## config.mk

```make
export PLATFORM = sky130hd
export DESIGN_NAME = video_addr_counter_flat
export DESIGN_NICKNAME = d
export VERILOG_FILES = /design/src/rtl/gstmcu_pkg.sv /design/src/rtl/video_addr_counter_if.sv /design/src/rtl/video_base_regs.sv /design/src/rtl/video_addr_counter.sv /design/src/flat_wrapper.sv
export SDC_FILE = /design/constraint.sdc
export NUM_CORES = 1
export LEC_CHECK = 0
export CELL_PAD_IN_SITES_DETAIL_PLACEMENT = 1
export CELL_PAD_IN_SITES_GLOBAL_PLACEMENT = 1
export CORE_AREA = 2 2 100 102
export DETAILED_ROUTE_END_ITERATION = 8
export DIE_AREA = 0 0 102 104
export HOLD_SLACK_MARGIN = 0.1
export PLACE_DENSITY_LB_ADDON = 0.1
export SETUP_SLACK_MARGIN = 0.15
export SYNTH_ARGS = -nofsm -noshare
export SYNTH_HDL_FRONTEND = slang
export SYNTH_SLANG_ARGS = --single-unit
```

## constraint.sdc

```tcl
create_clock -name clk -period 2.4 [get_ports clk]
set_input_delay 0.48 -clock clk [delete_from_list [all_inputs] [get_ports clk]]
set_output_delay 0.48 -clock clk [all_outputs]
set_load 0.02 [all_outputs]
```

## src/rtl/gstmcu_pkg.sv

```systemverilog
// Shared GST MCU definitions: register indices within the FF8200 video block
// and the default byte-address width.
package gstmcu_pkg;

  localparam int ADDR_W_DEF = 22;

  localparam logic [4:0] REG_BASE_HI  = 5'd0;
  localparam logic [4:0] REG_BASE_MID = 5'd1;
  localparam logic [4:0] REG_CNT_HI   = 5'd2;
  localparam logic [4:0] REG_CNT_MID  = 5'd3;
  localparam logic [4:0] REG_CNT_LO   = 5'd4;
  localparam logic [4:0] REG_BASE_LO  = 5'd6;
  localparam logic [4:0] REG_LINEWID  = 5'd7;

  function automatic logic is_cnt_reg(input logic [4:0] idx);
    return (idx == REG_CNT_HI) || (idx == REG_CNT_MID) || (idx == REG_CNT_LO);
  endfunction

endpackage

```

## src/rtl/video_addr_counter_if.sv

```systemverilog
// Bus bundle between the video timing/CPU side and the video address counter.
interface video_addr_counter_if #(
    parameter int ADDR_W = 22
);
    // fetch is a one-clk slot strobe; vid_req is its combinational qualification
    // (fetch & vde & hde) and vid_addr is the word address valid in that same clk.
    logic              vsync;
    logic              vde;
    logic              hde;
    logic              fetch;
    logic              reg_we;
    logic [4:0]        reg_addr;
    logic [7:0]        reg_din;
    logic [7:0]        reg_dout;
    logic [ADDR_W-2:0] vid_addr;
    logic              vid_req;

    modport master (
        output vsync, vde, hde, fetch, reg_we, reg_addr, reg_din,
        input  reg_dout, vid_addr, vid_req
    );

    modport slave (
        input  vsync, vde, hde, fetch, reg_we, reg_addr, reg_din,
        output reg_dout, vid_addr, vid_req
    );

endinterface

```

## src/rtl/video_base_regs.sv

```systemverilog
// CPU-visible video base and line-width registers plus the FF8200 read mux.
// Register bytes are byte-address views; storage is word-address (bit 0 dropped).
module video_base_regs
    import gstmcu_pkg::*;
#(
    parameter int ADDR_W = ADDR_W_DEF,
    parameter bit STE    = 1'b1
) (
    input  logic              clk,
    input  logic              reset,
    input  logic              reg_we_i,
    input  logic [4:0]        reg_addr_i,
    input  logic [7:0]        reg_din_i,
    input  logic [ADDR_W-2:0] cnt_i,
    output logic [ADDR_W-2:0] base_o,
    output logic [7:0]        linewid_o,
    output logic [7:0]        reg_dout_o
);

    // Width of the high byte actually backed by storage (ADDR_W in 17..24).
    localparam int HI_W = ADDR_W - 16;

    logic [ADDR_W-2:0] base_q, base_d;
    logic [7:0]        linewid_q, linewid_d;

    always_comb begin
        base_d    = base_q;
        linewid_d = linewid_q;
        if (reg_we_i) begin
            case (reg_addr_i)
                REG_BASE_HI:  base_d[ADDR_W-2:15] = reg_din_i[HI_W-1:0];
                REG_BASE_MID: base_d[14:7]        = reg_din_i;
                REG_BASE_LO:  if (STE) base_d[6:0] = reg_din_i[7:1];
                REG_LINEWID:  if (STE) linewid_d   = reg_din_i;
                default: ;
            endcase
        end
    end

    always_ff @(posedge clk or posedge reset) begin
        if (reset) begin
            base_q    <= '0;
            linewid_q <= '0;
        end else begin
            base_q    <= base_d;
            linewid_q <= linewid_d;
        end
    end

    // Plain ST keeps base lo and linewid at zero, so those reads fall out as 0x00.
    always_comb begin
        reg_dout_o = 8'h00;
        case (reg_addr_i)
            REG_BASE_HI:  reg_dout_o = 8'(base_q[ADDR_W-2:15]);
            REG_BASE_MID: reg_dout_o = base_q[14:7];
            REG_CNT_HI:   reg_dout_o = 8'(cnt_i[ADDR_W-2:15]);
            REG_CNT_MID:  reg_dout_o = cnt_i[14:7];
            REG_CNT_LO:   reg_dout_o = {cnt_i[6:0], 1'b0};
            REG_BASE_LO:  reg_dout_o = {base_q[6:0], 1'b0};
            REG_LINEWID:  reg_dout_o = linewid_q;
            default:      reg_dout_o = 8'h00;
        endcase
    end

    assign base_o    = base_q;
    assign linewid_o = linewid_q;

endmodule

```

## src/rtl/video_addr_counter.sv

```systemverilog
// Shifter-side video word-address counter: reload at vsync, +1 per active fetch,
// +linewid at each line end, CPU byte writes to the counter on STE.
module video_addr_counter
    import gstmcu_pkg::*;
#(
    parameter int ADDR_W = ADDR_W_DEF,
    parameter bit STE    = 1'b1
) (
    input  logic                 clk,
    input  logic                 reset,
    video_addr_counter_if.slave  bus
);

    localparam int CW   = ADDR_W - 1;
    localparam int HI_W = ADDR_W - 16;

    logic [CW-1:0] cnt_q, cnt_d;
    logic          vsync_q;
    logic          hde_q;
    logic          hde_fall_q, hde_fall_d;
    logic [CW-1:0] base;
    logic [7:0]    linewid;
    logic          vid_req;
    logic          vsync_rise;
    logic          cnt_wr;

    video_base_regs #(
        .ADDR_W (ADDR_W),
        .STE    (STE)
    ) u_regs (
        .clk        (clk),
        .reset      (reset),
        .reg_we_i   (bus.reg_we),
        .reg_addr_i (bus.reg_addr),
        .reg_din_i  (bus.reg_din),
        .cnt_i      (cnt_q),
        .base_o     (base),
        .linewid_o  (linewid),
        .reg_dout_o (bus.reg_dout)
    );

    assign vid_req    = bus.fetch & bus.vde & bus.hde;
    assign vsync_rise = bus.vsync & ~vsync_q;
    assign cnt_wr     = STE && bus.reg_we && is_cnt_reg(bus.reg_addr);
    // Line end is flagged one clk after hde is seen low, so it can coincide with a
    // fetch in the following clk and both add in together.
    assign hde_fall_d = hde_q & ~bus.hde & bus.vde;

    always_comb begin
        cnt_d = cnt_q;
        if (cnt_wr) begin
            case (bus.reg_addr)
                REG_CNT_HI:  cnt_d[CW-1:15] = bus.reg_din[HI_W-1:0];
                REG_CNT_MID: cnt_d[14:7]    = bus.reg_din;
                REG_CNT_LO:  cnt_d[6:0]     = bus.reg_din[7:1];
                default: ;
            endcase
        end else if (vsync_rise) begin
            cnt_d = base;
        end else begin
            cnt_d = cnt_q + CW'(vid_req) + (hde_fall_q ? CW'(linewid) : CW'(0));
        end
    end

    always_ff @(posedge clk or posedge reset) begin
        if (reset) begin
            cnt_q      <= '0;
            vsync_q    <= 1'b0;
            hde_q      <= 1'b0;
            hde_fall_q <= 1'b0;
        end else begin
            cnt_q      <= cnt_d;
            vsync_q    <= bus.vsync;
            hde_q      <= bus.hde;
            hde_fall_q <= hde_fall_d;
        end
    end

    assign bus.vid_addr = cnt_q;
    assign bus.vid_req  = vid_req;

endmodule
```

## src/flat_wrapper.sv

```systemverilog
// flat-port wrapper written by rule: the top's interface ports become plain ports
module video_addr_counter_flat import gstmcu_pkg::*;
#(
    parameter int ADDR_W = ADDR_W_DEF,
    parameter bit STE    = 1'b1
)
  (clk, reset, bus_vsync, bus_vde, bus_hde, bus_fetch, bus_reg_we, bus_reg_addr, bus_reg_din, bus_reg_dout, bus_vid_addr, bus_vid_req);
  video_addr_counter_if #(.ADDR_W(ADDR_W)) bus_i ();
  input  logic clk;
  input  logic reset;
  input wire logic [$bits(bus_i.vsync)-1:0] bus_vsync;
  input wire logic [$bits(bus_i.vde)-1:0] bus_vde;
  input wire logic [$bits(bus_i.hde)-1:0] bus_hde;
  input wire logic [$bits(bus_i.fetch)-1:0] bus_fetch;
  input wire logic [$bits(bus_i.reg_we)-1:0] bus_reg_we;
  input wire logic [$bits(bus_i.reg_addr)-1:0] bus_reg_addr;
  input wire logic [$bits(bus_i.reg_din)-1:0] bus_reg_din;
  output wire logic [$bits(bus_i.reg_dout)-1:0] bus_reg_dout;
  output wire logic [$bits(bus_i.vid_addr)-1:0] bus_vid_addr;
  output wire logic [$bits(bus_i.vid_req)-1:0] bus_vid_req;
  assign bus_i.vsync = bus_vsync;
  assign bus_i.vde = bus_vde;
  assign bus_i.hde = bus_hde;
  assign bus_i.fetch = bus_fetch;
  assign bus_i.reg_we = bus_reg_we;
  assign bus_i.reg_addr = bus_reg_addr;
  assign bus_i.reg_din = bus_reg_din;
  assign bus_reg_dout = bus_i.reg_dout;
  assign bus_vid_addr = bus_i.vid_addr;
  assign bus_vid_req = bus_i.vid_req;
  video_addr_counter #(.ADDR_W(ADDR_W), .STE(STE)) u_core (.clk(clk), .reset(reset), .bus(bus_i));
endmodule
```

==> impl_summary.log, run 1 <==
INFO  metric route.vias.total = 3633
INFO  metric cts.path.max_buffers = 2
INFO  metric worst_ep_required_time = 2.65 ns
INFO  metric buffer_cell_driving_the_clock_tree_root = clkbuf_8
INFO  metric clock_sinks = 53
INFO  metric gp_routability_congestion = 0.8921
INFO  metric main_synth_ff_type = dfrtp_1
INFO  metric postRouteWirelength = roughly 14000 microns
INFO  metric post_synth_instance_area = 3503 sq um
INFO  metric placementRows = 36
INFO  metric worstMarginPinSlew = 0.5542 ns
INFO  metric hold_violations = 0
INFO  metric drt.antenna.violating_nets = 0
INFO  metric final_layout_size_suffix_gt1_frac = 0.4335
INFO  metric first_global_vias = approximately 3900
INFO  metric upper_clock_frequency_limit = about 400 MHz
INFO  metric syn2layout_area_growth = 55.46%
INFO  metric slew_headroom = 0.6291
INFO  metric critical_path.most_common_cell = fa_2
INFO  metric cp-end-kind = flip-flop
INFO  metric filler_cell_count = 1094
INFO  metric worst_setup_hold_path_clk_slew = about 0.11 ns
INFO  metric power_density = 599.1 nW/um^2
INFO  metric port_buffers = 49
INFO  metric routed_via_density = 5.776
INFO  metric timing.final.max_slew_violations = 0
INFO  metric ir_worst_vdd = around 0.0004 V
INFO  metric global_route.overflow_total = 0
INFO  metric ys.warnings.count = 0
INFO  metric timing.critical_path.arrival = between 2 and 3 ns
INFO  metric min_period_over_period = 1.054
INFO  metric syn_inst = 357
INFO  metric number_of_different_library_cells_in_the_post_synthesis_netlist = 64
INFO  metric path_cells = nand2_1, fa_2, fa_2, nand2b_4, a211o_4, a211oi_4, buf_4, o22ai_2, nor3_2
INFO  metric drtIter0Drc = 197
INFO  metric drc = 0
INFO  metric setup_slack_of_the_critical_path_after_layout = -0.1295 ns
INFO  metric finClkSkew = 0.01789 ns
INFO  metric worst_path_max_delay_cell = dfrtp_1
INFO  metric floorplan.initialDensity = 0.3669
INFO  metric grt_antenna_before_repair = 0
INFO  metric place_ws = -0.7278 ns
INFO  metric ctsHtreeMaxLevel = 2
INFO  metric failed_checks = setup timing
INFO  metric critical_path_class = flip-flop to flip-flop
INFO  metric grt_start_max_net_pins = 54
INFO  metric unrepaired_setup_endpoints_after_global_routing = true
INFO  metric synthesis.area_per_instance = 9.813 sq um
INFO  metric async_flop_share = 1.000
INFO  metric syn_nets = 386
INFO  metric post-route-min-period = ~2.5 ns
INFO  metric grt.total_usage = 0.2749
INFO  metric n_antenna_cell = 0
INFO  metric timing.critical_path.buf_inv = 1
INFO  metric routedWlPerCell = between 20 and 25 microns
INFO  metric die_height = 104 microns
INFO  metric cp-start-kind = flip-flop
INFO  metric report.final.setup_viol = 7
INFO  metric insertion_delay = 0.32 ns
INFO  metric synth_seq_area_share = 0.3786
INFO  metric numCtsBuffers = 5
INFO  metric grt_pass1_wl = 22420 microns
INFO  metric kind_of_cell_adding_the_most_delay_to_the_critical_path = compound AO/OA/AOI/OAI gates
INFO  metric layoutNonFillerInstCount = 629
INFO  metric die_w = 102 microns
INFO  metric nets = 524
INFO  metric static-leakage-power = 2.341 nW
INFO  metric floorplan.die_area = 10610 sq um
INFO  metric fin_tns_setup = -0.5639 ns
INFO  metric hp-class = input port to flip-flop
INFO  metric maxCapViolCount = 0
INFO  metric io_pins = 50
INFO  metric dp_hpwl = 10290 microns
INFO  metric utilization = 0.5704
INFO  metric path_max_fanout = 5
INFO  metric design.core.area = approximately 9500 sq um
INFO  metric critical-path-max-stage-delay = between 0.4 and 0.5 ns
INFO  metric cts_tree = done
INFO  metric status = complete, but fails checks
INFO  metric pwr_total = 0.003263 W
INFO  metric synth_seq_cells = 53
INFO  metric synth-edff-count = 0
INFO  metric first_pass_iters = 5
INFO  metric numPlacedInstances = 602
==> through the flow <==
stage | cell area (sq um) | hold WS, ns
2_1_floorplan | 3608 | 0.4443
3_3_place_gp | 4860 | 0.4814
3_5_place_dp | 4860 | 0.4702
4_1_cts | 5308 | 0.4872
5_1_grt | 5446 | 0.4219
6_report | 5446 | 0.4077
==> per-layer routing <==
layer	vias up	wire length, microns	global-route usage
met5	-	0	0
met4	0	176	0.06000
met3	14	548	0.02218
met2	98	7178	0.4507
met1	1868	6458	0.3945
li1	1653	-	-
==> timing repair <==
| action | 4_1_cts | 5_1_grt |
|---|---|---|
| resized for setup | 111 | 36 |
| setup buffers | 13 | 5 |
| gates cloned | 1 | 0 |
| endpoints found under the setup margin | 27 | 27 |
| pin swaps | 39 | 25 |
| hold buffers | 0 | 0 |
==> synth_stat cells (all sizes together) (3+ instances only) <==
master,number,area (sq um)
a211o,3,26.28
a211oi,7,65.06
a21o,3,22.52
a21oi,16,80.08
a222oi,5,50.05
a22oi,17,127.6
a311oi,5,50.04
and2,8,50.05
and3,4,25.02
and4,3,26.28
buf,5,33.78
clkbuf,8,30.03
dfrtp,53,1326
ha,7,87.58
inv,8,30.03
mux2,32,360.3
mux2i,10,100.1
nand2,29,111.4
nand2b,7,43.79
nand3,18,90.09
nor2,15,58.81
nor2b,3,18.77
nor3,16,106.4
nor4,3,25.02
o211ai,8,60.06
o21ai,15,75.07
o31a,5,43.79
o31ai,3,22.52
or3,5,31.28
or3b,3,28.78
==> worst register-to-register path, cell delays in order (launching register included) <==
cell,delay [ns]
dfrtp_1,0.45
nand2_1,0.10
fa_2,0.36
fa_2,0.35
nand2b_4,0.16
a211o_4,0.39
a211oi_4,0.28
buf_4,0.17
o22ai_2,0.09
nor3_2,0.11
==> state kept, by name, indices dropped and copies added (netlist names) <==
register,cells
u_core.vsync_q,1
u_core.bus.vid_addr,21
u_core.u_regs.base_o,21
u_core.hde_q,1
u_core.u_regs.linewid_o,8
u_core.hde_fall_q,1
==> worst paths after layout <==
path | start | to | slack [ns] | cells past startpoint
worst max-delay path | u_core.u_regs.linewid_o[0]$_DFFE_PP0P_ | u_core.bus.vid_addr[14]$_DFFE_PP0P_ | -0.13 | 9
max in group asynchronous | reset | u_core.bus.vid_addr[0]$_DFFE_PP0P_ | 1.61 | 3
worst max register to register | u_core.u_regs.linewid_o[0]$_DFFE_PP0P_ | u_core.bus.vid_addr[14]$_DFFE_PP0P_ | -0.13 | 9
min in group asynchronous | reset | u_core.u_regs.linewid_o[0]$_DFFE_PP0P_ | 0.53 | 3
worst min register to register | u_core.hde_q$_DFF_PP0_ | u_core.hde_fall_q$_DFF_PP0_ | 0.48 | 2
worst min-delay path | bus_vde | u_core.hde_fall_q$_DFF_PP0_ | 0.41 | 3
==> logic make-up (layout without fill, tap and decap cells) <==
group,after synthesis,after routing,synth area share
compound gates,108,108,0.2275
xor+xnor,4,4,0.01000
fa+ha+maj,9,9,0.03643
buf+inv,21,160,0.02679
flops,53,53,0.3786
mux,42,42,0.1314
simple gates,120,120,0.1893
==> power by group <==
part	switching, W	internal, W
Combinational	0.000586	0.000620
Clock	0.000322	0.000420
Sequential	0.000245	0.00107
==> placed cells by master (no fill, tap or decap), types with 4 or more instances in the layout <==
| cell | n |
|---|---|
| a22oi_2 | 8 |
| nand2_1 | 28 |
| nand3_1 | 12 |
| a21oi_1 | 13 |
| mux2i_1 | 10 |
| and2_1 | 5 |
| inv_1 | 7 |
| a22oi_1 | 9 |
| o21ai_0 | 9 |
| or3_1 | 4 |
| clkdlybuf4s50_1 | 33 |
| dfrtp_1 | 51 |
| buf_6 | 19 |
| o211ai_1 | 8 |
| buf_12 | 8 |
| mux2_2 | 31 |
| o21ai_1 | 5 |
| a222oi_1 | 5 |
| clkbuf_8 | 5 |
| buf_4 | 75 |
| nor3_1 | 10 |
| nor2_1 | 13 |
| o31a_1 | 5 |
| nand3_2 | 4 |
| and3_1 | 4 |
| nor3_2 | 5 |
| a311oi_1 | 4 |
| nand2b_1 | 4 |
==> cell type report <==
cell class	count	area, sq um	share of cell area
inverters	8	30.03	0.005513
flip-flops and latches	53	1329	0.2440
multi-input cells	283	2417	0.4438
well taps	133	166.4	0.03055
clock inverters	3	68.82	0.01263
repair buffers	144	1366	0.2509
clock buffers	5	68.82	0.01263
No activity file was read; power rests on OpenSTA's default activity.
==> run 2: changes to the inputs <==
Settings changed: ABC_CLOCK_PERIOD_IN_PS set to 2400.
==> results of run 2 <==
The final DEF is identical to that of run 1; final timing and power are the same.
==> run 3: changes to the inputs <==
Settings changed: CORE_AREA 2 2 100 102 to 2 2 92 94, DIE_AREA 0 0 102 104 to 0 0 94 96, DONT_BUFFER_PORTS set to 1.
==> run 3 against run 2 <==
Largest power group unchanged. Global-route usage increased by 2.2 points. Design area down 22%. The flow still finishes with violations (setup timing). Core utilization fell by 4.1 points. Highest routed layer unchanged. Flip-flop and latch count stayed put. Sequential share of layout area increased by 6.8 points. Critical path depth decreased by 1. Count of clock-buffer cells in the layout up 1. Clock power down 23%. Sequential power is essentially flat. Critical path type unchanged. Maximum frequency up 4.7%.
==> impl_summary.log, run 3 (synthesis gave the netlist of run 1 again) <==
INFO  metric maxCapViolCount = 0
INFO  metric buffer_cell_driving_the_clock_tree_root = clkbuf_8
INFO  metric layout.cells.most_common_list = dfrtp_1 (52), buf_4 (45), mux2_2 (31)
INFO  metric io_pins = 50
INFO  metric gp_routability_congestion = 0.9080
INFO  metric final_cell_area = 4259 sq um
INFO  metric failed_checks = setup timing
INFO  metric grt_pass1_wl = 20070 microns
INFO  metric port_buffers = 0
INFO  metric n_antenna_cell = 0
INFO  metric slew_headroom = 0.5997
INFO  metric utilization = 0.5290
INFO  metric detailed_place.area = 4051 sq um
INFO  metric drt.antenna.violating_nets = 0
INFO  metric upper_clock_frequency_limit = 414.1 MHz
INFO  metric sequentialPowerShare = 0.465
INFO  metric global_route.overflow_total = 0
INFO  metric power_density = 657.1 nW/um^2
INFO  metric clockPowerShare = 0.204
INFO  metric cts_hold_buf = 0
INFO  metric unrepaired_setup_endpoints_after_global_routing = true
INFO  metric design.core.area = 8051 sq um
INFO  metric path_max_fanout = 5
INFO  metric mostFrequentLayoutCell = dfrtp_1
INFO  metric ir_worst_vdd = 0.0003694 V
INFO  metric report.final.setup_viol = 2
INFO  metric pwr_total = between 0.002 and 0.003 W
INFO  metric die_w = 94 microns
INFO  metric hold_violations = 0
INFO  metric grt_antenna_before_repair = 0
INFO  metric drc = 0
INFO  metric finClkSkew = 0.01640 ns
INFO  metric static-leakage-power = 1.795 nW
INFO  metric grt.total_usage = 0.2971
INFO  metric floorplan.die_area = approximately 9000 sq um
INFO  metric syn2layout_area_growth = 21.57%
INFO  metric min_period_over_period = 1.006
INFO  metric cp-start-kind = flip-flop
INFO  metric cp-end-kind = flip-flop
INFO  metric first_pass_iters = 4
INFO  metric timing.reg2reg.worst_path_depth = 8
INFO  metric worst_setup_hold_path_clk_slew = 0.11 ns
INFO  metric fin_hold_ws = slightly below 0.1 ns
INFO  metric first_global_vias = 3537
INFO  metric timing.final.max_slew_violations = 0
INFO  metric postRouteWirelength = approximately 13000 microns
INFO  metric die_height = 96 microns
INFO  metric numCtsBuffers = 5
INFO  metric cts_tree = done
INFO  metric clock_sinks = 53
INFO  metric cell_int_power = between 0.0015 and 0.002 W
INFO  metric floorplan.initialDensity = 0.4351
INFO  metric hp-class = input port to asynchronous set/reset pin
INFO  metric nets = 429
INFO  metric timing.critical_path.arrival = 2.68 ns
INFO  metric combinationalPowerShare = 0.331
INFO  metric numPlacedInstances = 494
INFO  metric drtIter0Drc = approximately 240
INFO  metric routed_via_density = 6.494
INFO  metric critical_path_class = flip-flop to flip-flop
INFO  metric routedWlPerCell = 25.32 microns
INFO  metric setup_slack_of_the_critical_path_after_layout = -0.01486 ns
INFO  metric insertion_delay = 0.32 ns
INFO  metric final_layout_size_suffix_gt1_frac = 0.3142
INFO  metric worst_ep_required_time = 2.66 ns
INFO  metric worstMarginPinSlew = 0.5995 ns
INFO  metric p_sw_frac = 0.3794
INFO  metric status = complete, but fails checks
INFO  metric cts.path.max_buffers = 2
INFO  metric post-route-min-period = 2.415 ns
INFO  metric filler_cell_count = 910
INFO  metric grt_start_max_net_pins = 37
INFO  metric dp_hpwl = 9349 microns
INFO  metric power.switching = 0.001062 W
INFO  metric route.vias.total = 3286
INFO  metric placementRows = 33
INFO  metric layoutNonFillerInstCount = 506
INFO  metric ctsHtreeMaxLevel = 2
## run 3: changes by cell type in the layout (fill, tap and decap cells not counted), sizes merged
cell           change
clkdlybuf4s50     -33
clkbuf             -1
clkinv             +2
inv                -1
buf               -58
bufinv             -2
clkdlybuf4s15      -2
## run 3: final timing paths
path | endpoint | slack (ns) | start
min in group clk | u_core.vsync_q$_DFF_PP0_ | 0.18 | bus_vsync
hold reg to reg | u_core.hde_fall_q$_DFF_PP0_ | 0.51 | u_core.hde_q$_DFF_PP0_
hold / removal | u_core.bus.vid_addr[13]$_DFFE_PP0P_ | 0.1 | reset
setup / recovery | u_core.bus.vid_addr[20]$_DFFE_PP0P_ | -0.01 | u_core.bus.vid_addr[0]$_DFFE_PP0P_
max in group asynchronous | u_core.bus.vid_addr[0]$_DFFE_PP0P_ | 1.71 | reset
setup reg to reg | u_core.bus.vid_addr[20]$_DFFE_PP0P_ | -0.01 | u_core.bus.vid_addr[0]$_DFFE_PP0P_
## run 3: stage by stage
stage	TNS [ns]	setup WS [ns]
after global placement	-0.5921	-0.1371
after CTS	-0.03063	-0.01882
after global routing	-0.6330	-0.09910
final	-0.02234	-0.01486
after floorplan	-0.09230	-0.04212
after detailed placement	-0.8181	-0.1654
## run 3: power by group through the flow
stage                     Combinational, W  Sequential, W  Clock [W]
after global placement            0.000859        0.00129          0
final                             0.000928        0.00130   0.000571
after CTS                         0.000904        0.00129   0.000586
after floorplan                   0.000504        0.00133          0
after detailed placement          0.000889        0.00130          0
after global routing               0.00101        0.00132   0.000618
## run 3: critical path: stages (launching register included)
cell,delay (ns)
dfrtp_2,0.38
inv_2,0.05
fa_2,0.38
fa_2,0.36
nand2b_4,0.16
a211o_4,0.39
a211oi_4,0.29
a211oi_2,0.11
and4b_1,0.25
## run 3: layout make-up
type | instances | area [sq um] | share of cell area
inverters | 8 | 30.03 | 0.007051
multi-input cells | 283 | 2265 | 0.5317
clock buffers | 6 | 82.58 | 0.01939
repair buffers | 49 | 409.1 | 0.09606
flip-flops and latches | 53 | 1328 | 0.3117
well taps | 105 | 131.4 | 0.03085
clock inverters | 2 | 13.76 | 0.003231
## run 3: layer usage
layer  global-route usage  part of all wire
met4               0.1027             0.029
met5                    0                 0
met1               0.3664              0.40
met3              0.06108             0.062
met2               0.5185              0.51
## run 3: what timing repair did
action	CTS	global route
setup endpoints to repair	13	17
hold endpoints to repair	0	0
buffers inserted	3	1
pin swaps	11	13
gates cloned	0	0
resized for setup	5	13
